### src/rtl/key_cond_pkg.sv
// Shared types and default timing for the push-button conditioner.
// Optional auto-repeat is enabled with the KEY_AUTOREPEAT_EN macro.
package key_cond_pkg;

    typedef enum logic [1:0] {
        ST_RELEASED,
        ST_PRESS_WAIT,
        ST_PRESSED,
        ST_RELEASE_WAIT
    } key_state_t;

    // Board defaults at 50 MHz: 20 ms debounce, 0.5 s repeat delay, 0.1 s repeat period
    localparam int DEF_N_KEYS          = 4;
    localparam int DEF_DEBOUNCE_CYCLES = 1000000;
    localparam int DEF_REPEAT_DELAY    = 25000000;
    localparam int DEF_REPEAT_PERIOD   = 5000000;

    function automatic int max3(input int a, input int b, input int c);
        int m;
        m = (a > b) ? a : b;
        return (m > c) ? m : c;
    endfunction

endpackage

### src/rtl/key_debounce_ch.sv
// One push-button channel: 2-flop synchronizer, debounce FSM, registered pulses.
// With KEY_AUTOREPEAT_EN defined, a held key re-pulses key press periodically.
module key_debounce_ch
    import key_cond_pkg::*;
#(
    parameter int CNT_W           = 21,
    parameter int DEBOUNCE_CYCLES = DEF_DEBOUNCE_CYCLES
`ifdef KEY_AUTOREPEAT_EN
    ,
    parameter int REPEAT_DELAY    = DEF_REPEAT_DELAY,
    parameter int REPEAT_PERIOD   = DEF_REPEAT_PERIOD
`endif
) (
    input  logic clock_50,
    input  logic reset_n,
    input  logic key_i,
    output logic level_o,
    output logic press_o,
    output logic release_o
);

    localparam logic [CNT_W-1:0] DB_LAST = CNT_W'(DEBOUNCE_CYCLES - 1);

    logic [1:0]       sync_q;
    key_state_t       state_q, state_d;
    logic [CNT_W-1:0] cnt_q, cnt_d;
    logic             level_q, level_d;
    logic             press_q, press_d;
    logic             release_q, release_d;
    logic             s;

    // Board keys are active-low; s is 1 while the key is pressed
    assign s = ~sync_q[1];

`ifdef KEY_AUTOREPEAT_EN
    localparam logic [CNT_W-1:0] RD_LAST = CNT_W'(REPEAT_DELAY - 1);
    localparam logic [CNT_W-1:0] RP_LAST = CNT_W'(REPEAT_PERIOD - 1);

    logic [CNT_W-1:0] rpt_cnt_q, rpt_cnt_d;
    logic             rpt_first_q, rpt_first_d;
`endif

    always_ff @(posedge clock_50) begin
        if (!reset_n) begin
            sync_q    <= 2'b11;
            state_q   <= ST_RELEASED;
            cnt_q     <= '0;
            level_q   <= 1'b0;
            press_q   <= 1'b0;
            release_q <= 1'b0;
`ifdef KEY_AUTOREPEAT_EN
            rpt_cnt_q   <= '0;
            rpt_first_q <= 1'b1;
`endif
        end else begin
            sync_q    <= {sync_q[0], key_i};
            state_q   <= state_d;
            cnt_q     <= cnt_d;
            level_q   <= level_d;
            press_q   <= press_d;
            release_q <= release_d;
`ifdef KEY_AUTOREPEAT_EN
            rpt_cnt_q   <= rpt_cnt_d;
            rpt_first_q <= rpt_first_d;
`endif
        end
    end

    always_comb begin
        state_d   = state_q;
        cnt_d     = cnt_q;
        level_d   = level_q;
        press_d   = 1'b0;
        release_d = 1'b0;
        case (state_q)
            ST_RELEASED: begin
                if (s) begin
                    state_d = ST_PRESS_WAIT;
                    cnt_d   = '0;
                end
            end
            ST_PRESS_WAIT: begin
                if (!s) begin
                    state_d = ST_RELEASED;
                    cnt_d   = '0;
                end else if (cnt_q == DB_LAST) begin
                    state_d = ST_PRESSED;
                    cnt_d   = '0;
                    level_d = 1'b1;
                    press_d = 1'b1;
                end else begin
                    cnt_d = (cnt_q == '1) ? cnt_q : cnt_q + 1'b1;
                end
            end
            ST_PRESSED: begin
                if (!s) begin
                    state_d = ST_RELEASE_WAIT;
                    cnt_d   = '0;
                end
            end
            ST_RELEASE_WAIT: begin
                if (s) begin
                    state_d = ST_PRESSED;
                    cnt_d   = '0;
                end else if (cnt_q == DB_LAST) begin
                    state_d   = ST_RELEASED;
                    cnt_d     = '0;
                    level_d   = 1'b0;
                    release_d = 1'b1;
                end else begin
                    cnt_d = (cnt_q == '1) ? cnt_q : cnt_q + 1'b1;
                end
            end
            default: begin
                state_d = ST_RELEASED;
                cnt_d   = '0;
                level_d = 1'b0;
            end
        endcase

`ifdef KEY_AUTOREPEAT_EN
        // Timer only runs while the key stays in PRESSED; anywhere else it rearms
        rpt_cnt_d   = '0;
        rpt_first_d = 1'b1;
        if (state_q == ST_PRESSED && s) begin
            rpt_first_d = rpt_first_q;
            if (rpt_cnt_q == (rpt_first_q ? RD_LAST : RP_LAST)) begin
                press_d     = 1'b1;
                rpt_first_d = 1'b0;
            end else begin
                rpt_cnt_d = (rpt_cnt_q == '1) ? rpt_cnt_q : rpt_cnt_q + 1'b1;
            end
        end
`endif
    end

    assign level_o   = level_q;
    assign press_o   = press_q;
    assign release_o = release_q;

endmodule

### src/rtl/key_conditioner.sv
// Multi-key push-button conditioner: one independent debounce channel per key.
// Define KEY_AUTOREPEAT_EN to enable auto-repeat press pulses on held keys.
module key_conditioner
    import key_cond_pkg::*;
#(
    parameter int N_KEYS          = DEF_N_KEYS,
    parameter int DEBOUNCE_CYCLES = DEF_DEBOUNCE_CYCLES,
    parameter int REPEAT_DELAY    = DEF_REPEAT_DELAY,
    parameter int REPEAT_PERIOD   = DEF_REPEAT_PERIOD
) (
    input  logic              clock_50,
    input  logic              reset_n,
    input  logic [N_KEYS-1:0] key_in,
    output logic [N_KEYS-1:0] key_level,
    output logic [N_KEYS-1:0] key_press,
    output logic [N_KEYS-1:0] key_release
);

    // Extra bit of headroom so a saturated counter never aliases a compare value
    localparam int CNT_W = $clog2(max3(DEBOUNCE_CYCLES, REPEAT_DELAY, REPEAT_PERIOD)) + 1;

    for (genvar g = 0; g < N_KEYS; g++) begin : g_ch
        key_debounce_ch #(
            .CNT_W          (CNT_W),
            .DEBOUNCE_CYCLES(DEBOUNCE_CYCLES)
`ifdef KEY_AUTOREPEAT_EN
            ,
            .REPEAT_DELAY   (REPEAT_DELAY),
            .REPEAT_PERIOD  (REPEAT_PERIOD)
`endif
        ) u_ch (
            .clock_50 (clock_50),
            .reset_n  (reset_n),
            .key_i    (key_in[g]),
            .level_o  (key_level[g]),
            .press_o  (key_press[g]),
            .release_o(key_release[g])
        );
    end

endmodule

### config.mk
export PLATFORM = sky130hd
export DESIGN_NAME = key_conditioner
export DESIGN_NICKNAME = d
export VERILOG_FILES = /design/src/rtl/key_cond_pkg.sv /design/src/rtl/key_debounce_ch.sv /design/src/rtl/key_conditioner.sv
export SDC_FILE = /design/constraint.sdc
export NUM_CORES = 1
export LEC_CHECK = 0
export CAP_MARGIN = 20
export CORE_MARGIN = 2
export CORE_UTILIZATION = 48
export DETAILED_ROUTE_END_ITERATION = 8
export DONT_BUFFER_PORTS = 1
export GPL_TIMING_DRIVEN = 0
export PLACE_DENSITY = 0.74
export SKIP_CTS_REPAIR_TIMING = 1
export SYNTH_ARGS = -nofsm -noshare
export SYNTH_HDL_FRONTEND = slang
export SYNTH_HIERARCHICAL = 1
export SYNTH_SLANG_ARGS = --single-unit
### constraint.sdc
create_clock -name clock_50 -period 2.7 [get_ports clock_50]
set_input_delay 0.135 -clock clock_50 [delete_from_list [all_inputs] [get_ports clock_50]]
set_output_delay 0.135 -clock clock_50 [all_outputs]
set_load 0.1 [all_outputs]
# After elaboration in Yosys (flattened, before gate mapping)
# Index checks and enable logic that the tools add are counted.
# op_classes
reduce_logical	28
add_sub_neg	4
bitwise	5
n_eq_ne	52
mux	80
# op_table
op	count
2-to-1 mux 26 bit	24
case mux 26 bit (4 select lines)	4
adder 26 x 1 -> 26 bit (second input constant)	4
equality test 26 x 20 -> 1 bit (second input constant)	4
equality test 26 bit (second input constant)	4
2-to-1 mux 2 bit	24
inequality test 2 x 1 -> 1 bit (second input constant)	16
case mux 2 bit (4 select lines)	4
2-to-1 mux 1 bit	20
AND reduction 5 bit	4
equality test 2 bit (second input constant)	8
inequality test 2 bit (second input constant)	8
AND reduction 4 bit	4
inequality test 3 x 1 -> 1 bit (second input constant)	4
inequality test 3 bit (second input constant)	4
AND reduction 3 bit	4
OR reduction 3 bit	4
equality test 2 x 1 -> 1 bit (second input constant)	4
logical NOT 2 bit	4
case mux 1 bit (2 select lines)	4
AND reduction 2 bit	4
nonzero test 2 bit	4
NOT 1 bit	5
# word_totals
output_inout_bits	12
reg_bits	132
inputBits	6
elab_cells	193

# Depth between registers and ports, before layout
# depth
depth_word	5
depth_mapped	7
mapped_depth_nobuf	6

# Cells and area by module
# Netlist, hierarchy kept.
# modules_own_cells
module	instances	area_each_um2	cells_per_inst	seq_area_each_um2
key_debounce_ch	4	1868.0	216	660.6

# Worst setup path before layout
# No wires, ideal clock.
# synth_path
kind	register to register
from	register g_ch[0].u_ch.cnt_q[0]
to	register g_ch[0].u_ch.cnt_q[20]
setup_ps	137
t_arrival_ps	1781
n_path_buf	1
setup_slack_ps	782
path_stages_with_launch	8
cell_sequence	dfxtp_1 ha_1 inv_1 or3_4 o311a_4 buf_6 a32oi_1 o311ai_1
# synth_via
elab_chain_cells	5
word_cells_on_any_way	8
classes_between	add/sub: 1; eq/ne: 2; mux: 5
# synth_rtl
element	line	source
start: declaration	key_debounce_ch.sv:26	logic [CNT_W-1:0] cnt_q, cnt_d;
start signal: assignment	key_debounce_ch.sv:58	cnt_q <= cnt_d;
adder 26 x 1 -> 26 bit / equality test 26 bit (equally long branches)	key_debounce_ch.sv:92, key_debounce_ch.sv:111	
2-to-1 mux 26 bit	key_debounce_ch.sv:92, key_debounce_ch.sv:111	
2-to-1 mux 26 bit (*)	key_debounce_ch.sv:86, key_debounce_ch.sv:105	
2-to-1 mux 26 bit, on equally long branches	key_debounce_ch.sv:102, key_debounce_ch.sv:83	
case mux 26 bit (4 select lines) (*)	key_debounce_ch.sv:75	case (state_q)
# Mark *: on every way between the ends. The rest lies on a longest branch, timed or not.
# A chain may end at the register's enable or synchronous reset.

# Worst setup path in the final report
# layout_path
from	register g_ch[1].u_ch.cnt_q[0]
to	register g_ch[1].u_ch.cnt_q[25]
# layout_via
elab_chain_cells	5
word_cells_on_any_way	8
classes_between	add/sub: 1; eq/ne: 2; mux: 5
# layout_rtl
element	line
start: declaration	key_debounce_ch.sv:26
start signal: assignment	key_debounce_ch.sv:58
adder 26 x 1 -> 26 bit / equality test 26 bit (equally long branches)	key_debounce_ch.sv:92, key_debounce_ch.sv:111
2-to-1 mux 26 bit	key_debounce_ch.sv:92, key_debounce_ch.sv:111
2-to-1 mux 26 bit (*)	key_debounce_ch.sv:86, key_debounce_ch.sv:105
2-to-1 mux 26 bit, on equally long branches	key_debounce_ch.sv:102, key_debounce_ch.sv:83
case mux 26 bit (4 select lines) (*)	key_debounce_ch.sv:75
# Marks and branches as above.

==> summary.txt <==
synth top area cells: dfxtp_1 (35%), xnor2_1 (8.0%), a211oi_1 (4.8%)
worst reg-to-reg setup slack: 0.48 ns
Critical R2R Capture: g_ch[1].u_ch/cnt_q[25]
Die Ht: 128.8 microns
critical path capture point: g_ch[1].u_ch/cnt_q[25]
Routed Antenna Nets: 0
worst hold path type: input port to register
Hold Crit Start: reset_n
Required @ worst endpoint: 3.00 ns
Rows: 45
Worst Tran Pin Value: 1.002 ns
status: finished, final reports clean
nets@finish: 897
post-route cell area: 8319 sq um
Worst-path clk slew: 0.06 ns
# diodes: 0
vias in the first global route: 6018
CTS H-tree depth: 4
Area Growth Syn to Fin: 11.34%
DRT iter0 DRCs: 651
post-synthesis async set-or-reset flop share: 0%
drt first pass iters: 7
Worst R2R Path Depth: 6
CP startpoint: g_ch[1].u_ch/cnt_q[0]
die area: 16580 sq um
Max IR drop VDD: 496.7 uV
Post-DP Area: 7707 sq um
routed vias: 6669
initial antenna violation count: 0
total chip power: 4.480 mW
num ports: 18
Pwr per Cell Area: 538.6 nW/um^2
CTS tree: done
# Max-Cap Violations: 0
Max Clock Freq: 450.5 MHz
Die W: 128.8 microns
detailed placement HPWL: 12390 microns
layout cell share with drive strength beyond 1: 12.44%
Initial Util: 49.15%
Clock Sinks: 132
Net Count, Synth: 874
Mapped Cells: 864
Num CTS Buffers: 17
Rel. slew slack: 33.14%
Worst setup EP type: register
Post-synth EDFFs: 0
WL final: 17960 microns
grt ovf: 0
Fin. Hold Viols: 0
Seq/Total Area, Yosys: 35.37%
#FFs+latches synth: 132
Worst setup SP type: register
CP max FO: 4
clock skew: 0.009648 ns
Root Driver: clkbuf_16
count of final max-slew check failures: 0
largest net degree at the start of global routing: 17
Worst-Skew Late Latency: 0.42 ns
Final min period: 2.220 ns
Placer Congestion: 0.9216
vias per cell: 6.130
# port buffers: 0
largest stage delay on the critical path: 0.46 ns
Post-Synthesis Cell Area: 7472 sq um
RSZ-0062 raised after global routing: false
Clock Tree Buf Depth: 2
crit path DAT: 2.52 ns
setup_tns: 0 ns
core region area: 15200 sq um
warnings from Yosys: 6
routed wire length per instance: 16.51 microns
Worst Setup Path Type: register to register
leak pwr: 2.746 nW
post-synth top area share: 35.37%
Syn Area/Cell: 8.648 sq um
fillcell total: 1379
crit path max-delay cell type: o311ai_2
largest area contributor in the netlist: dfxtp_1
# setup viols final: 0
Residual DRC: 0
worst-path cell chain: ha_1, inv_1, or3_4, o311ai_2, nor4_1, o221a_2
first-pass GRT wire length: 29800 microns
FF-to-FF Start: g_ch[1].u_ch/cnt_q[0]
period utilization: 82.22%
post-layout util: 54.72%
GRT Total Usage: 22.02%
Yosys cell types: 46
predominant post-synthesis flop cell: dfxtp_1
placed cells by master, fill, tap and decap left out, types with 12 or more instances in the layout:
cell / n
nand2_1: 60
nand4_1: 56
inv_1: 28
nor2_1: 96
clkbuf_16: 17
nand2b_1: 12
xnor2_1: 68
nor3_1: 32
and4_1: 24
a2111oi_0: 28
clkbuf_1: 20
dfxtp_1: 132
a21oi_1: 28
a211oi_1: 48
nor4_1: 16
buf_2: 16
buf_4: 12
nand3_1: 48
metal layers:
metal | wire [microns] | vias to the layer above | track usage [%]
li1 | - | 3291 | -
met1 | 8582 | 3127 | 30.01
met2 | 8109 | 231 | 34.42
met3 | 1079 | 20 | 4.865
met4 | 189 | 0 | 7.801
met5 | 0 | - | 0
cell usage after synthesis, types with 12 or more instances:
master     number
dfxtp_1       132
nor2_1         96
xnor2_1        68
nand2_1        60
nand4_1        56
a211oi_1       48
nand3_1        48
nor3_1         32
a2111oi_0      28
a21oi_1        28
inv_1          28
and4_1         24
buf_2          16
clkbuf_1       16
nor4_1         16
buf_4          12
nand2b_1       12
worst max-delay path: cells and delay by family, from the launching register on:
| kind | cells | cell delay [ns] |
|---|---|---|
| AO/OA/AOI/OAI | 2 | 0.73 |
| AND/OR/NAND/NOR | 2 | 0.56 |
| flip-flops | 1 | 0.39 |
| adder cells (fa/ha/maj) | 1 | 0.30 |
| buffers and inverters | 1 | 0.13 |
state kept, by name, summed over array words and instances (netlist names), named ones only:
| signal | count |
|---|---|
| g_ch.u_ch/cnt_q | 104 |
| g_ch.u_ch/state_q | 4 |
| g_ch.u_ch/sync_q | 8 |
| g_ch.u_ch/release_o | 4 |
| g_ch.u_ch/press_o | 4 |
| g_ch.u_ch/level_o | 4 |
worst min path at each step:
stage | end | slack, ns | depth (start not counted)
2_1_floorplan | g_ch[0].u_ch/sync_q[0] | 0.24 | 1
3_3_place_gp | g_ch[1].u_ch/sync_q[0] | 0.24 | 1
3_5_place_dp | g_ch[3].u_ch/sync_q[0] | 0.24 | 1
4_1_cts | g_ch[3].u_ch/sync_q[0] | -0.20 | 1
5_1_grt | g_ch[3].u_ch/sync_q[0] | 0.07 | 2
6_report | g_ch[3].u_ch/sync_q[1] | 0.05 | 2
cell families after synthesis:
group                    after synthesis  share of synthesized area (%)
AND/OR/NAND/NOR                      408                          31.48
AO/OA/AOI/OAI                        156                          16.95
flip-flops                           132                          35.36
buffers and inverters                 88                          6.162
XOR/XNOR                              72                          8.841
multiplexers                           4                         0.5359
adder cells (fa/ha/maj)                4                         0.6698
through the flow:
stage	setup slack, ns	instances	hold slack, ns
3_3_place_gp	0.5176	1052	0.2380
4_1_cts	0.4888	1084	-0.1983
2_1_floorplan	0.7825	864	0.2365
6_report	0.4802	1088	0.04984
3_5_place_dp	0.5257	1052	0.2408
5_1_grt	0.3513	1088	0.07429
layout make-up:
class	instances	area, sq um	area share [%]
Buffer	60	355.3	4.271
Clock buffer	23	467.9	5.625
Clock inverter	9	103.9	1.248
Inverter	28	105.1	1.263
Multi-Input combinational cell	644	4369	52.52
Sequential cell	132	2643	31.76
Tap cell	188	235.2	2.827
Timing Repair Buffer	4	40.04	0.4813
power by group:
group,switching (mW),internal (mW)
clock network,0.831,1.40
registers,0.0989,1.97
logic,0.117,0.0600
Note: power is estimated with default switching activity, not from simulation.
